**config.mk**
```make
export PLATFORM = sky130hd
export DESIGN_NAME = sync_fifo_reader
export DESIGN_NICKNAME = d
export VERILOG_FILES = /design/src/rtl/sync_fifo_reader.sv
export SDC_FILE = /design/constraint.sdc
export NUM_CORES = 1
export LEC_CHECK = 0
export BUFFER_PORTS_ARGS = -buffer_cell sky130_fd_sc_hd__buf_2
export CORE_ASPECT_RATIO = 0.7
export CORE_MARGIN = 4
export CORE_UTILIZATION = 52
export DETAILED_ROUTE_END_ITERATION = 10
export PLACE_DENSITY_LB_ADDON = 0.12
export SETUP_SLACK_MARGIN = 0.15
export SLEW_MARGIN = 40
export SYNTH_ARGS = -nofsm -noshare
export SYNTH_HDL_FRONTEND = slang
export SYNTH_SLANG_ARGS = --single-unit
```
**constraint.sdc**
```tcl
create_clock -name clk -period 2.03 [get_ports clk]
set_input_delay 0.5075 -clock clk [delete_from_list [all_inputs] [get_ports clk]]
set_output_delay 0.5075 -clock clk [all_outputs]
set_load 0.005 [all_outputs]
```
**src/rtl/sync_fifo_reader.sv**
```systemverilog
// sync_fifo_reader: pops FIFO words on a step edge or pacing tick and holds the last word
module sync_fifo_reader #(
  parameter int          DATA_WIDTH = 4,
  parameter int unsigned TICK_DIV   = 100000000,
  parameter int          CNT_WIDTH  = 8
) (
  input  logic                  clk,
  input  logic                  rst,
  input  logic                  step,
  input  logic                  auto_en,
  input  logic                  fifo_empty,
  input  logic [DATA_WIDTH-1:0] fifo_dout,
  output logic                  fifo_re,
  output logic [DATA_WIDTH-1:0] data_hold,
  output logic                  hold_valid,
  output logic [CNT_WIDTH-1:0]  pop_cnt,
  output logic                  underflow,
  output logic                  busy
);
  typedef enum logic [1:0] {IDLE, READ, CAPTURE} state_t;
  state_t                state_q, state_d;
  logic                  step_q;
  logic [31:0]           cnt_q, cnt_d;
  logic                  tick, req;
  logic                  fifo_re_q, fifo_re_d;
  logic [DATA_WIDTH-1:0] data_hold_q, data_hold_d;
  logic                  hold_valid_q, hold_valid_d;
  logic [CNT_WIDTH-1:0]  pop_cnt_q, pop_cnt_d;
  logic                  underflow_q, underflow_d;
  // pacing counter wraps at TICK_DIV-1 and is held at zero while auto mode is off
  always_comb begin
    tick  = auto_en && (cnt_q == TICK_DIV - 1);
    cnt_d = (!auto_en || tick) ? '0 : cnt_q + 32'd1;
    req   = (step && !step_q) || tick;
  end
  // next state: requests only matter in IDLE and only start a read when data is present
  always_comb begin
    state_d = (state_q == IDLE) ? ((req && !fifo_empty) ? READ : IDLE) :
              (state_q == READ) ? CAPTURE : IDLE;
  end
  // outputs: read strobe tracks READ; capture happens the cycle after the strobe
  always_comb begin
    fifo_re_d    = (state_d == READ);
    data_hold_d  = (state_q == CAPTURE) ? fifo_dout : data_hold_q;
    hold_valid_d = hold_valid_q || (state_q == CAPTURE);
    pop_cnt_d    = (state_q == CAPTURE) ? pop_cnt_q + CNT_WIDTH'(1) : pop_cnt_q;
    underflow_d  = underflow_q || (state_q == IDLE && req && fifo_empty);
  end
  // state and datapath registers
  always_ff @(posedge clk or negedge rst) begin
    if (!rst) begin
      state_q      <= IDLE;
      step_q       <= 1'b0;
      cnt_q        <= '0;
      fifo_re_q    <= 1'b0;
      data_hold_q  <= '0;
      hold_valid_q <= 1'b0;
      pop_cnt_q    <= '0;
      underflow_q  <= 1'b0;
    end else begin
      state_q      <= state_d;
      step_q       <= step;
      cnt_q        <= cnt_d;
      fifo_re_q    <= fifo_re_d;
      data_hold_q  <= data_hold_d;
      hold_valid_q <= hold_valid_d;
      pop_cnt_q    <= pop_cnt_d;
      underflow_q  <= underflow_d;
    end
  end
  assign fifo_re    = fifo_re_q;
  assign data_hold  = data_hold_q;
  assign hold_valid = hold_valid_q;
  assign pop_cnt    = pop_cnt_q;
  assign underflow  = underflow_q;
  assign busy       = (state_q != IDLE);
endmodule

```
## After elaboration in Yosys (flattened, before gate mapping)

Index checks and enable logic that the tools add are counted.

- Flip-flop bits (word level): 50
- Input port bits: 9
- Output and inout bits: 16
- Word-level logic and storage cells: 32

- Add/subtract/negate cells: 2
- Eq/ne operators: 4
- Mux-type cells: 4
- Reductions and logical operators: 14

Operators with widths:

| cell | number |
|---|---|
| 32-bit by 1-bit adder with 32-bit output, second input constant | 1 |
| 32-bit by 27-bit == test with 1-bit output, second input constant | 1 |
| 32-bit 2-to-1 mux | 1 |
| 8-bit by 1-bit adder with 8-bit output, second input constant | 1 |
| 1-bit logical AND | 5 |
| 2-bit by 1-bit == test with 1-bit output, second input constant | 2 |
| 1-bit logical OR | 4 |
| 2-bit 2-to-1 mux | 2 |
| 1-bit logical NOT | 3 |
| 2-bit == test, second input constant | 1 |
| 2-bit logical NOT | 1 |
| 2-bit nonzero test | 1 |
| 1-bit 2-to-1 mux | 1 |

## Longest topological paths before layout

Gate-level depths: netlist of run 1.

- Depth in word-level cells: 7
- Mapped depth: 7
- Gate-level depth less buffers: 5

## Worst setup path after synthesis of run 1

No wires, ideal clock.

- Path type: register -> register
- Start point: register cnt_q[11]
- End point: register cnt_q[2]
- Library setup time: 121 ps
- Data arrival time: 1965 ps
- Data required time: 1909 ps
- Setup slack: -56 ps
- Cell stages (with the launch flop): 6
- Buffers on the path: 1
- Period minus slack after synthesis: 2086 ps
- Cell sequence: dfrtp_1 > or4_1 > or4_4 > o31ai_4 > buf_2 > nor2_1

- Cells in the longest elaborated chain, start to end: 4

RTL lines:

| what | line | text |
|---|---|---|
| from (decl) | 23 | `logic [31:0] cnt_q, cnt_d;` |
| from (signal assigned) | 63 | `cnt_q <= cnt_d;` |
| 32-bit by 27-bit == test with 1-bit output | 32 | `tick = auto_en && (cnt_q == TICK_DIV - 1);` |
| 1-bit logical AND | 32 |  |
| 1-bit logical OR | 33 | `cnt_d = (!auto_en \|\| tick) ? '0 : cnt_q + 32'd1;` |
| 32-bit 2-to-1 mux | 33 |  |
| net cnt_d[2] | 23 |  |

The timed path passes the listed nets, and every way through them passes these cells.
A chain may end at the register's enable or synchronous reset.

## Worst setup path in the final report of run 1

- Start point: register cnt_q[11]
- End point: register cnt_q[23]

- Cells in the longest elaborated chain, start to end: 4
- Elaborated cells between the ends (all ways): 5
- Those cells by class: add/sub (1); eq/ne (1); mux (1); reduce/logical (2)

RTL lines:

| what | line |
|---|---|
| branches (longest 3 deep; another with 32-bit by 1-bit adder with 32-bit output) | n/a |
| 32-bit 2-to-1 mux (*) | 33 |
| net cnt_d[23] | 23 |

Mark *: on every way through the listed nets, which the timed path passes.

==> qor.yml, run 1 <==
outcome:
  status: "finished, violations left"
  violations: "setup timing"
grt:
  grt_antenna_before_repair: 0
  grt_first_pass_wirelength_um: 9790
  grt_max_degree: 29
  grt_pass1_vias: 2023
  grt.overflow.total: 0
  grt.total_usage_pct: 20.6
detailed_routing:
  vias: 2053
  first_iter_violations: 56
  ant_nets: 0
  vias_per_cell: 5.99
  routed_wirelength_um: 5670
  routedWlPerCell_um: 16.5
  dr.pass1.iters: 4
  remaining_drc_errors: 0
logic_synthesis:
  synth_xor_area_share_pct: 6.83
  netlist_instances: 241
  synthArstFlopShare_pct: 100
  synthFlopType: "dfrtp_1"
  synth_seq_cells: 50
  yosysSeqAreaShare_pct: 51.3
  synthAdderAreaFrac_pct: 1.03
  synth_compound_area_share_pct: 10.3
  syn_area_um2: 2440
  synth-simple-area-share_pct: 25.9
  post-synth-top-area-fraction_pct: 51.3
  synthTopCellsByArea: "dfrtp_1 (51%), xor2_1 (5.0%), a21oi_1 (3.5%)"
  syn_nets: 252
  synth-edff-count: 0
  yosysWarnings: 0
  syn-mean-instance-area_um2: 10.1
  synth_top_area_cell: "dfrtp_1"
  synth_top_family_by_area: "simple AND/OR/NAND/NOR gates"
  synth.area.mux_share_pct: 2.31
  synth_cell_type_count: 34
clock_tree:
  cts_sinks: 50
  cts_made_buffers: 5
  cts.hold.buffers_added: 0
  path_clk_slew_ns: 0.10
  clk_path_buf_depth: 2
  insertion_delay_ns: 0.31
  clock-root-buffer: "clkbuf_8"
  htree_num_levels: 2
  cts_tree: "built"
power:
  switching_share_pct: 27.1
  p_seq_share_pct: 57.0
  power_mw: 1.98
  internal_power_mw: 1.44
  peakVddDrop_mv: 0.432
  p_clk_share_pct: 30.5
  power_density_nw_per_um2: 651
  switching_power_mw: 0.536
  p_comb_share_pct: 12.5
  p_leak_nw: 1.25
sta:
  tightest_slew_ns: 0.467
  setup_viol_count_final: 23
  relSlewSlack_pct: 68.9
  drv_slew: 0
  clock_skew_ns: 0.00800
  min_period_ns: 2.10
  holdWs_ns: 0.142
  fin_ws_ns: -0.0668
  hold_violations: 0
  rsz0062_at_grt: "yes"
  finalCritPeriodShare_pct: 103
  max_freq_mhz: 477
critical_path:
  cp_max_fo: 14
  arrival_ns: 2.29
  crit_chain: "or4_1, or4_4, o31ai_4, clkbuf_16, a21oi_2"
  crit_path_end_kind: "register"
  cp-start-kind: "register"
  cp_slowest_stage_delay_ns: 0.51
  slowest_stage: "or4_1"
  critical_path_class: "register to register"
  cp_data_required_time_ns: 2.22
place:
  place_ws_ns: -0.0405
  dp.final_hpwl_um: 3990
  dp_cells: 331
  placed_cell_area_um2: 2760
  gp_congestion: 0.820
  port_buffers: 24
finish:
  fin_nets: 298
  stdcell_count: 343
  diodes: 0
  layout_commonest_cell: "dfrtp_1"
  final_area_um2: 3030
  layout_common_cells: "dfrtp_1 (50), buf_2 (24), buf_4 (23), nand2_1 (18), a21oi_2 (15)"
  fill_cells: 350
  drive_above_1_share_pct: 33.7
  area_growth_pct: 24.5
floorplanning:
  rows: 20
  coreArea_um2: 4430
  die_w_um: 89.8
  initial_core_util_pct: 55.0
  die_h_um: 65.3
  die_area_um2: 5860
  ios: 25
worst_hold_path:
  worst_hold_path_type: "primary input to async pin"
job:
  drv_cap: 0
==> critical path: cells and delay by family (launching register included) <==
kind	cells	cell delay [ns]
compound gates	2	0.35
flops	1	0.38
simple gates	2	0.96
buf+inv	1	0.28
==> registers in the layout, summed over array words and instances (netlist names) <==
name / cells
hold_valid: 1
data_hold: 4
underflow: 1
cnt_q: 32
state_q: 2
fifo_re: 1
pop_cnt: 8
step_q: 1
==> cells by family (layout without fill, tap and decap cells) <==
kind of cell / after synthesis / in the layout
adder cells (fa/ha/maj): 2 / 2
flip-flops: 50 / 50
multiplexers: 5 / 5
buffers and inverters: 14 / 61
XOR/XNOR: 19 / 19
AO/OA/AOI/OAI: 40 / 40
AND/OR/NAND/NOR: 111 / 111
==> cell usage after synthesis (2+ instances only) <==
cell,count
a211oi_1,2
a21oi_1,17
and2_1,2
and3_1,5
and4_1,5
buf_2,2
clkbuf_1,7
dfrtp_1,50
ha_1,2
inv_1,4
mux2_2,5
nand2_1,18
nand2b_1,2
nand3_1,14
nand4_1,13
nor2_1,17
nor2b_1,3
nor3_1,3
nor4_1,3
o21ai_0,9
o31ai_1,9
or2_2,3
or3_1,7
or4_1,11
or4_4,2
xnor2_1,5
xor2_1,14
==> power by group through the flow <==
stage / combinational [mW] / clock [mW] / sequential, mW
CTS: 0.240 / 0.608 / 1.13
global placement: 0.221 / 0 / 1.14
global route: 0.279 / 0.666 / 1.14
finish: 0.247 / 0.602 / 1.13
detailed placement: 0.231 / 0 / 1.15
floorplan: 0.101 / 0 / 1.14
==> metrics by stage <==
step / TNS, ns / utilization (%)
after CTS: -0.119 / 66.9
after global placement: -0.0758 / 62.2
final: -0.973 / 68.5
after detailed placement: -0.0802 / 62.2
after global routing: -2.45 / 68.5
after floorplan: -1.19 / -
==> path summary, 6_finish.rpt <==
kind | slack, ns | startpoint | cells past startpoint | to
min in group clk | 0.32 | step | 1 | step_q
min reg2reg | 0.45 | state_q[1] | 1 | state_q[1]
max reg2reg | -0.07 | cnt_q[11] | 5 | cnt_q[23]
max | -0.07 | cnt_q[11] | 5 | cnt_q[23]
min | 0.14 | rst | 1 | cnt_q[26]
max in group asynchronous | 1.30 | rst | 2 | pop_cnt[2]
==> area by class of cell <==
| class | count | area (um2) | area share, % |
|---|---|---|---|
| Tap cell | 55 | 68.8 | 2.27 |
| Timing Repair Buffer | 49 | 338 | 11.1 |
| Clock inverter | 3 | 23.8 | 0.784 |
| Clock buffer | 5 | 68.8 | 2.27 |
| Multi-Input combinational cell | 177 | 1270 | 41.8 |
| Sequential cell | 50 | 1250 | 41.2 |
| Inverter | 4 | 15.0 | 0.495 |
==> routing by layer <==
metal	vias up	wire [um]	GRT usage [%]
met5	-	0	0
met4	0	48	4.40
li1	975	-	-
met2	32	2640	32.3
met3	7	231	4.69
met1	1039	2750	29.6
==> what timing repair did <==
action | 4_1_cts | 5_1_grt
gates resized for setup | 30 | 5
endpoints found under the hold margin | 0 | 0
endpoints found under the setup margin | 30 | 31
setup buffers | 0 | 3
cloned | 0 | 1
pin swaps | 0 | 6
(Power assumes the default switching activity.)
==> run 2: changes to the inputs <==
- BUFFER_PORTS_ARGS: -buffer_cell sky130_fd_sc_hd__buf_2 -> -buffer_cell sky130_fd_sc_hd__clkbuf_2
==> run 2 against run 1 <==
Net effect:
- the flow still finishes with violations (setup timing)
- die area did not move
- power rose by 0.78%
- global-route usage fell by 0.95 points
- clock skew fell by 0.0012 ns
- final area rose by 2.8%
- sequential cell count did not move
- final cell count did not move
- wire length rose by 2.0%
- clock power fell by 0.7%
- utilization rose by 1.9 points
==> qor.yml, run 2 (synthesized netlist as in run 1, its figures left out) <==
power:
  internal_power_mw: 1.48  # +2.7%
  p_comb_share_pct: 13.4  # +0.9 points
  peakVddDrop_mv: 0.445  # +3.0%
  power_mw: 1.99  # +0.78%
  p_clk_share_pct: 30.0  # -0.5 points
  p_seq_share_pct: 56.5  # -0.5 points
  power_density_nw_per_um2: 639  # -1.9%
  switching_share_pct: 25.7  # -1.4 points
  p_leak_nw: 1.27  # +1.9%
  switching_power_mw: 0.512  # -4.4%
finish:
  final_util_pct: 70.4  # +1.9 points
  diodes: 0  # unchanged
  top_register: "cnt_q"
  fill_cells: 328  # -6.3%
  drive_above_1_share_pct: 34.7  # +1.0 points
  fin_nets: 298  # unchanged
  final_area_um2: 3120  # +2.8%
  layout_common_cells: "dfrtp_1 (49), clkbuf_2 (24), buf_4 (19), nand2_1 (18), a21oi_2 (15)"
  area_growth_pct: 27.9
  largest_reg_flops: 32  # unchanged
  layout_commonest_cell: "dfrtp_1"
critical_path:
  r2r_slack_ns: -0.12  # -0.05 ns
  cp_data_required_time_ns: 2.24  # +0.02 ns
  r2r_end: "fifo_re"
  cp-start-kind: "register"
  reg2reg_depth: 4  # -1
  arrival_ns: 2.36  # +0.07 ns
  crit_path_end_kind: "register"
  crit_path_start: "cnt_q[11]"
  critical_path_class: "register to register"
  cp_max_fo: 3  # -11
  r2r-start: "cnt_q[11]"
sta:
  fin_ws_ns: -0.118  # -0.0516 ns
  drv_slew: 0  # unchanged
  setup_tns_ns: -1.53  # -0.554 ns
  max_freq_mhz: 465  # -2.4%
  relSlewSlack_pct: 63.7  # -5.2 points
  hold_violations: 0  # unchanged
  clock_skew_ns: 0.00677  # -0.00123 ns
  holdWs_ns: 0.170  # +0.0284 ns
  rsz0062_at_grt: "yes"
  setup_viol_count_final: 30  # +30%
  tightest_slew_ns: 0.545  # +0.0777 ns
  min_period_ns: 2.15  # +0.0516 ns
  finalCritPeriodShare_pct: 106  # +2.5 points
place:
  gp_congestion: 0.800  # -2.5%
  placed_cell_area_um2: 2770  # +0.45%
  dp.final_hpwl_um: 3890  # -2.4%
  port_buffers: 24  # unchanged
job:
  drv_cap: 0  # unchanged
detailed_routing:
  ant_nets: 0  # unchanged
  first_iter_violations: 77  # +38%
  routedWlPerCell_um: 16.9  # +2.0%
  vias_per_cell: 5.90  # -1.5%
  routed_wirelength_um: 5790  # +2.0%
  vias: 2023  # -1.5%
  dr.pass1.iters: 4  # unchanged
  remaining_drc_errors: 0  # unchanged
floorplanning:
  coreArea_um2: 4430  # unchanged
  die_w_um: 89.8  # unchanged
  ios: 25  # unchanged
  rows: 20  # unchanged
  die_h_um: 65.3  # unchanged
  initial_core_util_pct: 55.0  # unchanged
  die_area_um2: 5860  # unchanged
clock_tree:
  cts.hold.buffers_added: 0  # unchanged
  clk_path_buf_depth: 2  # unchanged
  clock-root-buffer: "clkbuf_8"
  cts_tree: "built"
  path_clk_slew_ns: 0.09  # about the same
  insertion_delay_ns: 0.30  # about the same
  cts_made_buffers: 5  # unchanged
  cts_sinks: 50  # unchanged
  htree_num_levels: 2  # unchanged
worst_hold_path:
  worst_hold_path_type: "primary input to async pin"
grt:
  grt_max_degree: 31  # +6.9%
  grt_antenna_before_repair: 0  # unchanged
  grt_first_pass_wirelength_um: 9230  # -5.7%
  grt.overflow.total: 0  # unchanged
  grt_pass1_vias: 1934  # -4.4%
  grt.total_usage_pct: 19.7  # -0.95 points
outcome:
  violations: "setup timing"
  status: "finished, violations left"
==> run 2: cell types whose count changed in the layout (fill, tap and decap cells not counted), sizes merged <==
cell / previous run / this run
buf: 48 / 23
clkbuf: 6 / 32
clkinv: 0 / 1
clkinvlp: 2 / 1
inv: 5 / 4
==> run 2: worst max-delay path, stage by stage (launching register included) <==
cell      delay [ns]
dfrtp_1         0.39
or4_1           0.53
or4_4           0.46
or4_4           0.45
a211oi_2        0.24
==> run 2: worst max-delay path by stage <==
| stage | end | slack, ns | cells after the start |
|---|---|---|---|
| floorplan | cnt_q[2] | -0.06 | 5 |
| global placement | fifo_re | -0.04 | 4 |
| detailed placement | fifo_re | -0.06 | 4 |
| CTS | fifo_re | -0.07 | 4 |
| global route | fifo_re | -0.15 | 4 |
| finish | fifo_re | -0.12 | 4 |
==> run 2: routing by layer <==
| metal | up-vias | routed length (um) | track usage [%] | share of wire [%] |
|---|---|---|---|---|
| met5 | - | 0 | 0 | 0 |
| met4 | 0 | 42 | 5.16 | 0.73 |
| met3 | 5 | 281 | 3.66 | 4.9 |
| met2 | 42 | 2730 | 31.4 | 47 |
| met1 | 998 | 2740 | 28.0 | 47 |
| li1 | 978 | - | - | - |
==> run 2: what timing repair did <==
item	4_1_cts	5_1_grt
resized for setup	13	32
setup endpoints to repair	30	30
setup buffers	0	1
gates cloned	0	3
pin swaps	1	10
==> run 2: through the flow <==
step           setup WS (ns)  cells
5_1_grt               -0.153    343
3_3_place_gp         -0.0369    331
3_5_place_dp         -0.0642    331
4_1_cts              -0.0683    339
2_1_floorplan        -0.0562    241
6_report              -0.118    343
==> run 2: power groups by stage <==
| stage | Sequential (mW) | Clock [mW] | Combinational, mW |
|---|---|---|---|
| final | 1.13 | 0.598 | 0.267 |
| after global routing | 1.14 | 0.666 | 0.303 |
| after CTS | 1.13 | 0.620 | 0.237 |
| after detailed placement | 1.15 | 0 | 0.230 |
| after global placement | 1.14 | 0 | 0.222 |
| after floorplan | 1.14 | 0 | 0.101 |
==> run 2: final cells by class <==
type	count	area, um2	area share (%)
clock inverter	2	12.5	0.401
sequential	50	1250	40.2
tap	55	68.8	2.21
multi-input combinational	177	1290	41.5
timing repair buffer	49	393	12.6
clock buffer	6	82.6	2.65
inverter	4	15.0	0.482
